$ cat src/rtl/input_conditioner.sv
// Conditions active-low pad inputs: per-channel synchroniser, debounce filter, press/release pulses.
// Optional long-press detection is built when INPUT_COND_LONG_PRESS_EN is defined.
module input_conditioner #(
  parameter int CHANNELS        = 4,
  parameter int SYNC_STAGES     = 2,
  parameter int DEBOUNCE_CYCLES = 164,
  parameter int LONG_CYCLES     = 32768
) (
  input  logic                Clock,
  input  logic                Reset,
  input  logic [CHANNELS-1:0] nRawIn,
  output logic [CHANNELS-1:0] Level,
  output logic [CHANNELS-1:0] Press,
  output logic [CHANNELS-1:0] Release,
  output logic [CHANNELS-1:0] LongPress
);

  localparam int CNT_W = $clog2(DEBOUNCE_CYCLES + 1);
  localparam logic [CNT_W-1:0] CNT_LAST = CNT_W'(DEBOUNCE_CYCLES - 1);

  if (SYNC_STAGES < 2) begin : gChkSync
    $error("SYNC_STAGES must be at least 2");
  end
  if (DEBOUNCE_CYCLES < 1) begin : gChkDebounce
    $error("DEBOUNCE_CYCLES must be at least 1");
  end
  if (LONG_CYCLES < 2) begin : gChkLong
    $error("LONG_CYCLES must be at least 2");
  end

  logic [SYNC_STAGES-1:0] syncQ   [CHANNELS];
  logic [CNT_W-1:0]       cnt     [CHANNELS];
  logic [CNT_W-1:0]       cntNext [CHANNELS];
  logic [CHANNELS-1:0]    syncLevel;
  logic [CHANNELS-1:0]    accept;

  // A channel is pending while its synchronised level disagrees with Level;
  // any agreement before the count completes drops the count (glitch rejected).
  always_comb begin
    for (int ch = 0; ch < CHANNELS; ch++) begin
      syncLevel[ch] = ~syncQ[ch][SYNC_STAGES-1];
      accept[ch]    = (syncLevel[ch] != Level[ch]) && (cnt[ch] == CNT_LAST);
      if ((syncLevel[ch] == Level[ch]) || accept[ch]) begin
        cntNext[ch] = '0;
      end else begin
        cntNext[ch] = cnt[ch] + 1'b1;
      end
    end
  end

  // Synchroniser shift and debounce state update
  always_ff @(posedge Clock) begin
    if (Reset) begin
      for (int ch = 0; ch < CHANNELS; ch++) begin
        syncQ[ch] <= '1;
        cnt[ch]   <= '0;
      end
      Level   <= '0;
      Press   <= '0;
      Release <= '0;
    end else begin
      for (int ch = 0; ch < CHANNELS; ch++) begin
        syncQ[ch] <= {syncQ[ch][SYNC_STAGES-2:0], nRawIn[ch]};
        cnt[ch]   <= cntNext[ch];
      end
      // Acceptance only happens on disagreement, so it is a toggle of Level.
      Level   <= Level ^ accept;
      Press   <= accept & syncLevel;
      Release <= accept & ~syncLevel;
    end
  end

`ifdef INPUT_COND_LONG_PRESS_EN
  localparam int HOLD_W = $clog2(LONG_CYCLES + 1);
  localparam logic [HOLD_W-1:0] HOLD_SAT  = HOLD_W'(LONG_CYCLES);
  localparam logic [HOLD_W-1:0] HOLD_TRIG = HOLD_W'(LONG_CYCLES - 2);

  logic [HOLD_W-1:0] holdCnt [CHANNELS];

  // Hold counter; the pulse is registered alongside the step to LONG_CYCLES-1
  always_ff @(posedge Clock) begin
    if (Reset) begin
      for (int ch = 0; ch < CHANNELS; ch++) begin
        holdCnt[ch] <= '0;
      end
      LongPress <= '0;
    end else begin
      for (int ch = 0; ch < CHANNELS; ch++) begin
        if (!Level[ch]) begin
          holdCnt[ch] <= '0;
        end else if (holdCnt[ch] != HOLD_SAT) begin
          holdCnt[ch] <= holdCnt[ch] + 1'b1;
        end
        LongPress[ch] <= Level[ch] && (holdCnt[ch] == HOLD_TRIG);
      end
    end
  end
`else
  assign LongPress = '0;
`endif

endmodule

$ cat config.mk
export PLATFORM = sky130hd
export DESIGN_NAME = input_conditioner
export DESIGN_NICKNAME = d
export VERILOG_FILES = /design/src/rtl/input_conditioner.sv
export SDC_FILE = /design/constraint.sdc
export NUM_CORES = 1
export LEC_CHECK = 0
export ABC_AREA = 1
export BUFFER_PORTS_ARGS = -buffer_cell sky130_fd_sc_hd__buf_4
export CELL_PAD_IN_SITES_DETAIL_PLACEMENT = 1
export CELL_PAD_IN_SITES_GLOBAL_PLACEMENT = 1
export CORE_UTILIZATION = 49
export CTS_BUF_LIST = sky130_fd_sc_hd__clkbuf_8
export DETAILED_ROUTE_END_ITERATION = 10
export PLACE_DENSITY = 0.85
export SYNTH_ARGS = -nofsm -noshare
export SYNTH_HDL_FRONTEND = slang
export SYNTH_SLANG_ARGS = --single-unit
$ cat constraint.sdc
create_clock -name Clock -period 2.6 [get_ports Clock]
set_input_delay 0.78 -clock Clock [delete_from_list [all_inputs] [get_ports Clock]]
set_output_delay 0.78 -clock Clock [all_outputs]
set_load 0.01 [all_outputs]
Word-level counts from Yosys, hierarchy flattened
Memory sizes are Yosys's and may differ from the RTL's.
Index checks and enable logic that the tools add are counted.

word-level totals
  latch bits = 0
  logic and storage cells = 60
  bits in registers = 12
  bits in writable memories = 40
  bits in read-only memories = 0
  memories kept = 2
  input bits = 6

operators by class
  equality and inequality tests = 12
  add/subtract/negate cells = 4
  $mul = 0
  reduce and logical (&&, ||, !) cells = 8
  muxes and demuxes = 15
  div/mod/pow operators = 0
  shift operators = 0
  bitwise gates (word level) = 16
  $lt $le $gt $ge = 0

memories
  name   depth  bits a word  read ports  clocked after memory_dff  wr ports  line  RTL
  cnt    4      8            4           0                         4         32    logic [CNT_W-1:0] cnt [CHANNELS];
  syncQ  4      2            4           0                         4         31    logic [SYNC_STAGES-1:0] syncQ [CHANNELS];

operators by type and width
  kind                                                           number
  8-bit two-way mux                                              8
  8-bit by 1-bit adder with 8-bit output, second input constant  4
  8-bit == test, second input constant                           4
  4-bit AND                                                      2
  2-bit two-way mux                                              4
  1-bit OR                                                       8
  1-bit == test                                                  4
  1-bit logical AND                                              4
  1-bit logical OR                                               4
  1-bit inequality test                                          4
  1-bit NOT                                                      4
  4-bit NOT                                                      1
  4-bit bitwise XOR                                              1
  1-bit two-way mux                                              3

Depth between registers and ports, before layout
Gate-level depths: netlist (run 1).
An unclocked memory read counts as a cell.

  depth after elaboration = 7
  mapped depth = 6
  gate-level depth less buffers = 6

Least setup slack after synthesis (run 1)
Ideal clock, no wire load.

  path kind = in2reg
  start point = in Reset
  end point = mem cnt[1][2] in the netlist's numbering
  slack = 1234 ps
  stages = 6
  data arrival time = 1299 ps
  cells stage by stage = inv_2 > buf_6 > nand2_4 > nor2_4 > nand2_4 > a21oi_2

RTL lines
  item             line  RTL
  start, declared  10    input logic Reset,
  end, declared    32

Worst setup path in the final report (run 1)
  start point = reg Level[3]
  end point = out Level[3]

RTL lines
  item                    line  RTL
  start, declared         12    output logic [CHANNELS-1:0] Level,
  start signal, assigned  67    Level <= Level ^ accept;

No word-level cell between the ends.

==> results of run 1 <==
==> flip-flops by register name, summed over array words and instances (netlist names) <==
signal   flops
Level        4
Press        4
Release      4
cnt         32
syncQ        8
==> cell usage in the layout (no fill, tap or decap), types with 6 or more instances in the layout <==
master	instances
inv_2	6
nor2_1	38
dfxtp_1	52
inv_1	31
nand2_4	6
a21oi_1	9
a21oi_2	13
or2_2	12
buf_4	17
nand3_1	19
o21ai_0	8
nor2_2	14
nand2_1	58
==> through the flow <==
stage	setup slack [ps]	cells	area [um^2]	util, %	hold slack, ps
after floorplan	1230	296	2320	-	389
after global placement	857	360	2470	55.6	394
after detailed placement	773	360	2470	55.6	400
after CTS	939	367	2550	57.3	416
after global routing	902	367	2550	57.3	429
final	951	367	2550	57.3	415
==> report_power, final <==
| group | leakage [nW] | switching (W) | internal (W) |
|---|---|---|---|
| Sequential | 0.421 | 0.00000549 | 0.000803 |
| Combinational | 0.409 | 0.0000255 | 0.0000154 |
| Clock | 0.0452 | 0.000252 | 0.000180 |
==> layer usage <==
metal | up-vias | track usage (%) | share of wire (%)
met3 | 8 | 3.99 | 2.2
met4 | 0 | 8.44 | 1.7
met5 | - | 0 | 0
li1 | 940 | - | -
met2 | 19 | 35.6 | 48
met1 | 848 | 24.6 | 48
==> layout make-up <==
cell class / instances / area share [%]
Clock inverter: 2 / 0.344
Timing Repair Buffer: 17 / 5.01
Tap cell: 52 / 2.55
Multi-Input combinational cell: 203 / 43.2
Sequential cell: 52 / 40.9
Inverter: 36 / 5.30
Clock buffer: 5 / 2.70
==> cells by family (layout without fill, tap and decap cells) <==
family,after synthesis,in the layout,share of synthesized area [%]
xor+xnor,5,5,1.90
buf+inv,41,60,7.65
simple gates,160,160,34.4
compound gates,30,30,8.62
fa+ha+maj,4,4,2.17
other cells,1,4,0.163
flops,52,52,45.1
==> worst paths after layout <==
check / startpoint / end / cells after the start
max reg2reg: cnt[0][0] / cnt[0][6] / 6
max: Level[3] / Level[3] / 1
min reg2reg: syncQ[0][4] / syncQ[0][5] / 1
min: syncQ[0][4] / syncQ[0][5] / 1
==> impl_metrics.json, run 1 <==
{
  "status": "finished with violations",
  "violations": "DRC",
  "syn-cell-area_mm2": 0.00231,
  "grt_max_degree": 15,
  "rsz0062_at_grt": "no",
  "synth_ff_type": "dfxtp_1",
  "period_share_pct": 63.4,
  "cts_num_sinks": 52,
  "dp_hpwl_um": 3390,
  "slowest_delay_ps": 420,
  "slowest_stage": "dfxtp_1",
  "multi_input_area_mm2": 0.00110,
  "yosysTopAreaCell": "dfxtp_1",
  "synth.area.top_cells": "dfxtp_1 45%, nand2_1 9.4%, nor2_1 6.2%",
  "drive_above_1_share_pct": 27.0,
  "period_needed_ps": 1650,
  "crit_path_end_kind": "output port",
  "power_density_mw_per_mm2": 503,
  "routed_wl_um": 4570,
  "grt_pass1_wl_um": 8020,
  "crit_fanout": 4,
  "cts-root-buf": "clkbuf_8",
  "synth_seq_cells": 52,
  "worstPathRequired_ps": 1820,
  "leakage_nw": 0.876,
  "clk_pin_slew_ps": 90,
  "io_buffer_count": 17,
  "die_h_um": 70.6,
  "cts_max_level": 2,
  "critical_path_class": "reg -> out",
  "setup_viol": 0,
  "syn_to_final_growth_pct": 10.4,
  "hold_viol_final": 0,
  "numCtsBuffers": 5,
  "num_rows": 24,
  "post_cts_resized": 0,
  "synth-edff-count": 0,
  "fill_cells": 578,
  "post_cts_buffers": 0,
  "ir_drop_uv": 266,
  "num_vias": 1815,
  "die-width_um": 70.6,
  "avgSynthCellArea_um2": 7.87,
  "dr.pass1.iters": 7,
  "worstPathCellList": "buf_4",
  "place_congestion": 0.770,
  "synth-async-reset-ratio_pct": 0,
  "drt_iter0_drc": 48,
  "drv_slew": 0,
  "final_nets": 325,
  "critical_path.top_delay_family": "flip-flops",
  "netlist.area_leader.share_pct": 45.1,
  "initial_core_util_pct": 51.9,
  "drv_cap": 0,
  "ioPinCount": 22,
  "post-synth-top-count-cell": "nand2_1",
  "start_kind": "flop",
  "grt_antenna_before_repair": 0,
  "power_w": 0.00128,
  "grt_usage_pct": 20.3,
  "die_area_mm2": 0.00499,
  "seq_area_frac_synth_pct": 45.1,
  "arrival_ps": 870,
  "register_area_mm2": 0.00104,
  "crit_buf_inv": 1,
  "synth_cell_types": 22,
  "clk_latency_ps": 300,
  "ys_warn_count": 0,
  "wl_per_cell_um": 12.5,
  "fmax_mhz": 606,
  "first_global_vias": 1857,
  "tritoncts": "done",
  "hold_path_class": "reg -> reg",
  "ctsHoldBuffers": 0,
  "final.setup_skew_ps": 8.44,
  "vias_per_cell": 4.95,
  "ys_top_cells_by_count": "58 x nand2_1, 52 x dfxtp_1, 38 x nor2_1, 30 x inv_1, 19 x nand3_1",
  "r2r_setup_slack_ps": 1230,
  "ant_nets": 0,
  "core_mm2": 0.00444,
  "drc": 4,
  "cts_buffer_depth": 2,
  "syn_inst": 293,
  "gr-total-overflow": 0,
  "diodes": 0,
  "fin_setup_tns_ps": 0
}
Power figures use the tool's default switching activity.
==> run 2: changes to the inputs <==
--- a/config.mk
+++ b/config.mk
@@ -9,10 +9,10 @@
 export BUFFER_PORTS_ARGS = -buffer_cell sky130_fd_sc_hd__buf_4
 export CELL_PAD_IN_SITES_DETAIL_PLACEMENT = 1
 export CELL_PAD_IN_SITES_GLOBAL_PLACEMENT = 1
-export CORE_UTILIZATION = 49
+export CORE_UTILIZATION = 45
 export CTS_BUF_LIST = sky130_fd_sc_hd__clkbuf_8
 export DETAILED_ROUTE_END_ITERATION = 10
-export PLACE_DENSITY = 0.85
+export PLACE_DENSITY = 0.79
 export SYNTH_ARGS = -nofsm -noshare
 export SYNTH_HDL_FRONTEND = slang
 export SYNTH_SLANG_ARGS = --single-unit
==> constraint.sdc (replaced) <==
create_clock -name Clock -period 1.6 [get_ports Clock]
set_input_delay 0.48 -clock Clock [delete_from_list [all_inputs] [get_ports Clock]]
set_output_delay 0.48 -clock Clock [all_outputs]
set_load 0.01 [all_outputs]
==> run 2 against run 1 <==
  * Core utilization is 3.2 points lower
  * First-iteration DRC count is 21% lower
  * Critical path depth is 5 higher
  * Worst setup slack worse by 700 ps
  * Clock skew is 2.3 ps lower
  * Clock-buffer cell count stayed put
  * Die area is 8.6% higher
  * Global-route usage is 3.0 points lower
  * Non-clock buffer count is 1 higher
  * Via count is 2.3% lower
  * The flow now finishes without violations
  * Total power is 76% higher
  * Combinational power is 59% higher
==> impl_metrics.json, run 2 (synthesis results as in run 1) <==
{
  "num_rows": 25,
  "die_h_um": 73.6,
  "min_to": "syncQ[0][0]",
  "ant_nets": 0,
  "fin_setup_tns_ps": 0,
  "syn_to_final_growth_pct": 13.0,
  "largest_register_ff_count": 32,
  "diodes": 0,
  "drive_above_1_share_pct": 27.8,
  "core_mm2": 0.00482,
  "r2r_setup_slack_ps": 250,
  "routed_wl_um": 4080,
  "num_vias": 1774,
  "first_global_vias": 1757,
  "dp_hpwl_um": 3110,
  "drv_slew": 0,
  "wl_per_cell_um": 10.6,
  "status": "completed",
  "final_common_cell": "nand2_1",
  "grt_usage_pct": 17.3,
  "io_buffer_count": 17,
  "hold_viol_final": 0,
  "period_share_pct": 84.3,
  "gr-total-overflow": 0,
  "place_congestion": 0.709,
  "setup_viol": 0,
  "top_regs": "cnt: 32 flops, syncQ: 8 flops",
  "min_path_cells": 2,
  "place_area_mm2": 0.00250,
  "post_cts_buffers": 0,
  "cts_num_sinks": 52,
  "timing.rr.start": "cnt[0][0]",
  "start_kind": "flop",
  "final.setup_skew_ps": 6.17,
  "die-width_um": 73.6,
  "hold_path_class": "in -> reg",
  "crit_fanout": 8,
  "arrival_ps": 1540,
  "critical_path_class": "reg -> reg",
  "drc": 0,
  "numCtsBuffers": 5,
  "cts_max_level": 2,
  "crit_path_end_kind": "flop",
  "cts_buffer_depth": 2,
  "worstPathRequired_ps": 1800,
  "drt_iter0_drc": 38,
  "initial_core_util_pct": 47.9,
  "post_cts_resized": 0,
  "fmax_mhz": 742,
  "ctsHoldBuffers": 0,
  "timing.rr.end": "cnt[0][7]",
  "clk_latency_ps": 300,
  "cts-root-buf": "clkbuf_8",
  "dr.pass1.iters": 4,
  "grt_antenna_before_repair": 0,
  "rsz0062_at_grt": "no",
  "die_area_mm2": 0.00542,
  "mostFrequentLayoutCells": "58 x nand2_1, 52 x dfxtp_1, 38 x nor2_1",
  "leakage_nw": 0.889,
  "top_register": "cnt",
  "tritoncts": "done",
  "clk_pin_slew_ps": 90,
  "vias_per_cell": 4.62,
  "grt_pass1_wl_um": 7230,
  "hp-start": "nRawIn[0]",
  "ir_drop_uv": 588,
  "final_nets": 326,
  "power_density_mw_per_mm2": 866,
  "rr_worst_depth": 6,
  "ioPinCount": 22,
  "drv_cap": 0,
  "period_needed_ps": 1350,
  "fin_area_mm2": 0.00261,
  "grt_max_degree": 17
}
[run 2: how the worst max path moves through the flow]
stage | start | cells after the start | slack, ps | end
floorplan | cnt[0][0] | 6 | 450 | cnt[0][6]
global placement | Reset | 7 | 270 | cnt[3][7]
detailed placement | Reset | 7 | 250 | cnt[2][7]
CTS | cnt[0][0] | 6 | 250 | cnt[0][7]
global route | cnt[0][0] | 6 | 100 | cnt[0][6]
finish | cnt[0][0] | 6 | 250 | cnt[0][7]
[run 2: worst max-delay path, cell delays in order (launching register included)]
cell and delay [ps]:
dfxtp_1 380, ha_1 210, nand2_1 80, nor2_1 190, nand2_1 150, nand2_2 180, a21oi_1 70
[run 2: final cells by class]
cell class	count	area [um^2]
Fill cell	625	2210
Sequential cell	52	1040
Clock buffer	5	68.8
Inverter	36	135
Clock inverter	3	42.5
Tap cell	67	83.8
Timing Repair Buffer	18	135
Multi-Input combinational cell	203	1100
[run 2: layer usage]
layer | GRT usage (%) | part of all wire, % | vias up | wire length, um
met2 | 29.2 | 47 | 22 | 1920
met1 | 21.5 | 49 | 801 | 2000
met5 | 0 | 0 | - | 0
met4 | 6.41 | 1.3 | 0 | 53
li1 | - | - | 946 | -
met3 | 4.12 | 2.6 | 5 | 108
[run 2: per-stage QoR]
| stage | power, W | utilization (%) | std cells | hold slack, ps | setup WS, ps |
|---|---|---|---|---|---|
| after global routing | 0.00235 | 54.1 | 384 | 338 | 103 |
| after CTS | 0.00231 | 54.1 | 384 | 342 | 251 |
| final | 0.00226 | 54.1 | 384 | 353 | 252 |
| after floorplan | 0.00140 | - | 296 | 389 | 453 |
| after detailed placement | 0.00141 | 51.8 | 376 | 401 | 255 |
| after global placement | 0.00141 | 51.8 | 376 | 391 | 272 |
[run 2: where the power goes]
group | internal [W] | switching [W] | total [W] | leakage (nW)
logic | 0.0000265 | 0.0000387 | 0.0000651 | 0.414
clock network | 0.000463 | 0.000417 | 0.000879 | 0.0541
registers | 0.00131 | 0.00000850 | 0.00131 | 0.421
==> run 3: changes to the inputs <==
==> constraint.sdc (replaced) <==
create_clock -name Clock -period 1.32 [get_ports Clock]
set_input_delay 0.396 -clock Clock [delete_from_list [all_inputs] [get_ports Clock]]
set_output_delay 0.396 -clock Clock [all_outputs]
set_load 0.01 [all_outputs]
==> run 3 against run 2 <==
  * Flip-flop and latch count did not move
  * Die area did not move
  * Core utilization rose by 1.0 points
  * Largest cell class unchanged
  * Worst hold slack got worse by 73 ps
  * Routed wire length rose by 7.0%
==> impl_metrics.json, run 3 (synthesis results as in run 1) <==
{
  "die-width_um": 73.6,
  "wl_per_cell_um": 11.3,
  "cts_num_sinks": 52,
  "min_path_cells": 2,
  "tritoncts": "done",
  "post-route-util_pct": 55.1,
  "cts-root-buf": "clkbuf_8",
  "clk_latency_ps": 300,
  "slowest_stage": "dfxtp_1",
  "core_mm2": 0.00482,
  "drt_iter0_drc": 59,
  "first_global_vias": 1733,
  "hold_viol_final": 0,
  "status": "completed",
  "fill_cells": 615,
  "critical_path.top_delay_family": "flip-flops",
  "routed_wl_um": 4370,
  "power_density_mw_per_mm2": 938,
  "drv_cap": 0,
  "die_h_um": 73.6,
  "crit_fanout": 4,
  "drc": 0,
  "dp_hpwl_um": 3330,
  "hold_path_class": "in -> reg",
  "grt_usage_pct": 18.1,
  "grt_max_degree": 14,
  "min_to": "syncQ[0][2]",
  "final.setup_skew_ps": 7.44,
  "timing.rr.end": "cnt[3][2]",
  "setup_ws_ps": 65.9,
  "cts_buffer_depth": 2,
  "drv_slew": 0,
  "ir_drop_uv": 565,
  "diodes": 0,
  "num_vias": 1827,
  "ctsHoldBuffers": 0,
  "finalNonFillerCells": 388,
  "slowest_delay_ps": 410,
  "period_share_pct": 95.0,
  "critical_path_class": "reg -> out",
  "timing.rr.start": "cnt[3][1]",
  "die_area_mm2": 0.00542,
  "worstPathCellList": "buf_4",
  "crit_buf_inv": 1,
  "ioPinCount": 22,
  "numCtsBuffers": 5,
  "mostFrequentLayoutCells": "57 x nand2_1, 51 x dfxtp_1, 38 x nor2_1",
  "drive_above_1_share_pct": 30.2,
  "period_needed_ps": 1250,
  "grt_pass1_wl_um": 7500,
  "place_inst": 382,
  "top_register": "cnt",
  "ant_nets": 0,
  "r2r_setup_slack_ps": 80,
  "vias_per_cell": 4.71,
  "power_w": 0.00249,
  "grt_antenna_before_repair": 0,
  "clk_pin_slew_ps": 90,
  "io_buffer_count": 17,
  "worstPathRequired_ps": 920,
  "whs_ps": 281,
  "num_rows": 25,
  "rr_worst_depth": 6,
  "top_regs": "cnt: 32 flops, syncQ: 8 flops",
  "leakage_nw": 0.908,
  "setup_viol": 0,
  "place_ws_ps": 59.8,
  "arrival_ps": 860,
  "gr-total-overflow": 0,
  "dr.pass1.iters": 4,
  "hp-start": "nRawIn[1]",
  "final_nets": 333,
  "place_congestion": 0.757,
  "start_kind": "flop",
  "syn_to_final_growth_pct": 15.1,
  "largest_register_ff_count": 32,
  "final_common_cell": "nand2_1",
  "cts_max_level": 2,
  "crit_path_end_kind": "output port",
  "initial_core_util_pct": 47.9,
  "fmax_mhz": 797
}
[run 3: per-stage QoR]
stage	area, um^2	setup TNS [ps]
global placement	2550	0
floorplan	2320	0
CTS	2620	0
detailed placement	2550	0
global route	2660	-51.9
finish	2660	0
[run 3: layout make-up]
| cell class | count | area, um^2 | area share, % |
|---|---|---|---|
| sequential | 52 | 1040 | 39.2 |
| tap | 67 | 83.8 | 3.16 |
| inverter | 36 | 135 | 5.09 |
| clock buffer | 5 | 68.8 | 2.59 |
| timing repair buffer | 25 | 200 | 7.54 |
| multi-input combinational | 203 | 1130 | 42.4 |
[run 3: report_power, final]
group	switching (W)	total, W	internal [W]
sequential	0.00000865	0.00159	0.00158
combinational	0.0000518	0.0000918	0.0000401
clock	0.000467	0.000810	0.000343
total	0.000527	0.00249	0.00197
[run 3: timing repair]
item                                   4_1_cts  5_1_grt
setup buffers                                0        1
resized for setup                            0        8
setup endpoints to repair                    0       34
endpoints found under the hold margin        0        0
[run 3: worst max-delay path by stage]
stage	end	slack (ps)	depth (start not counted)	from
floorplan	cnt[0][6]	170	6	cnt[0][0]
global placement	cnt[3][7]	100	6	cnt[3][1]
CTS	cnt[3][2]	40	6	cnt[3][1]
detailed placement	cnt[0][7]	60	6	cnt[0][1]
global route	cnt[2][4]	-10	6	cnt[2][1]
finish	Level[3]	70	1	Level[3]
[run 3: routing by layer]
metal  up-vias  part of all wire, %  global-route usage [%]
met1       838                   47                    21.9
met2        22                   49                    31.4
met4         0                  1.5                    6.41
li1        961                    -                       -
met3         6                  2.7                    4.12
met5         -                    0                       0
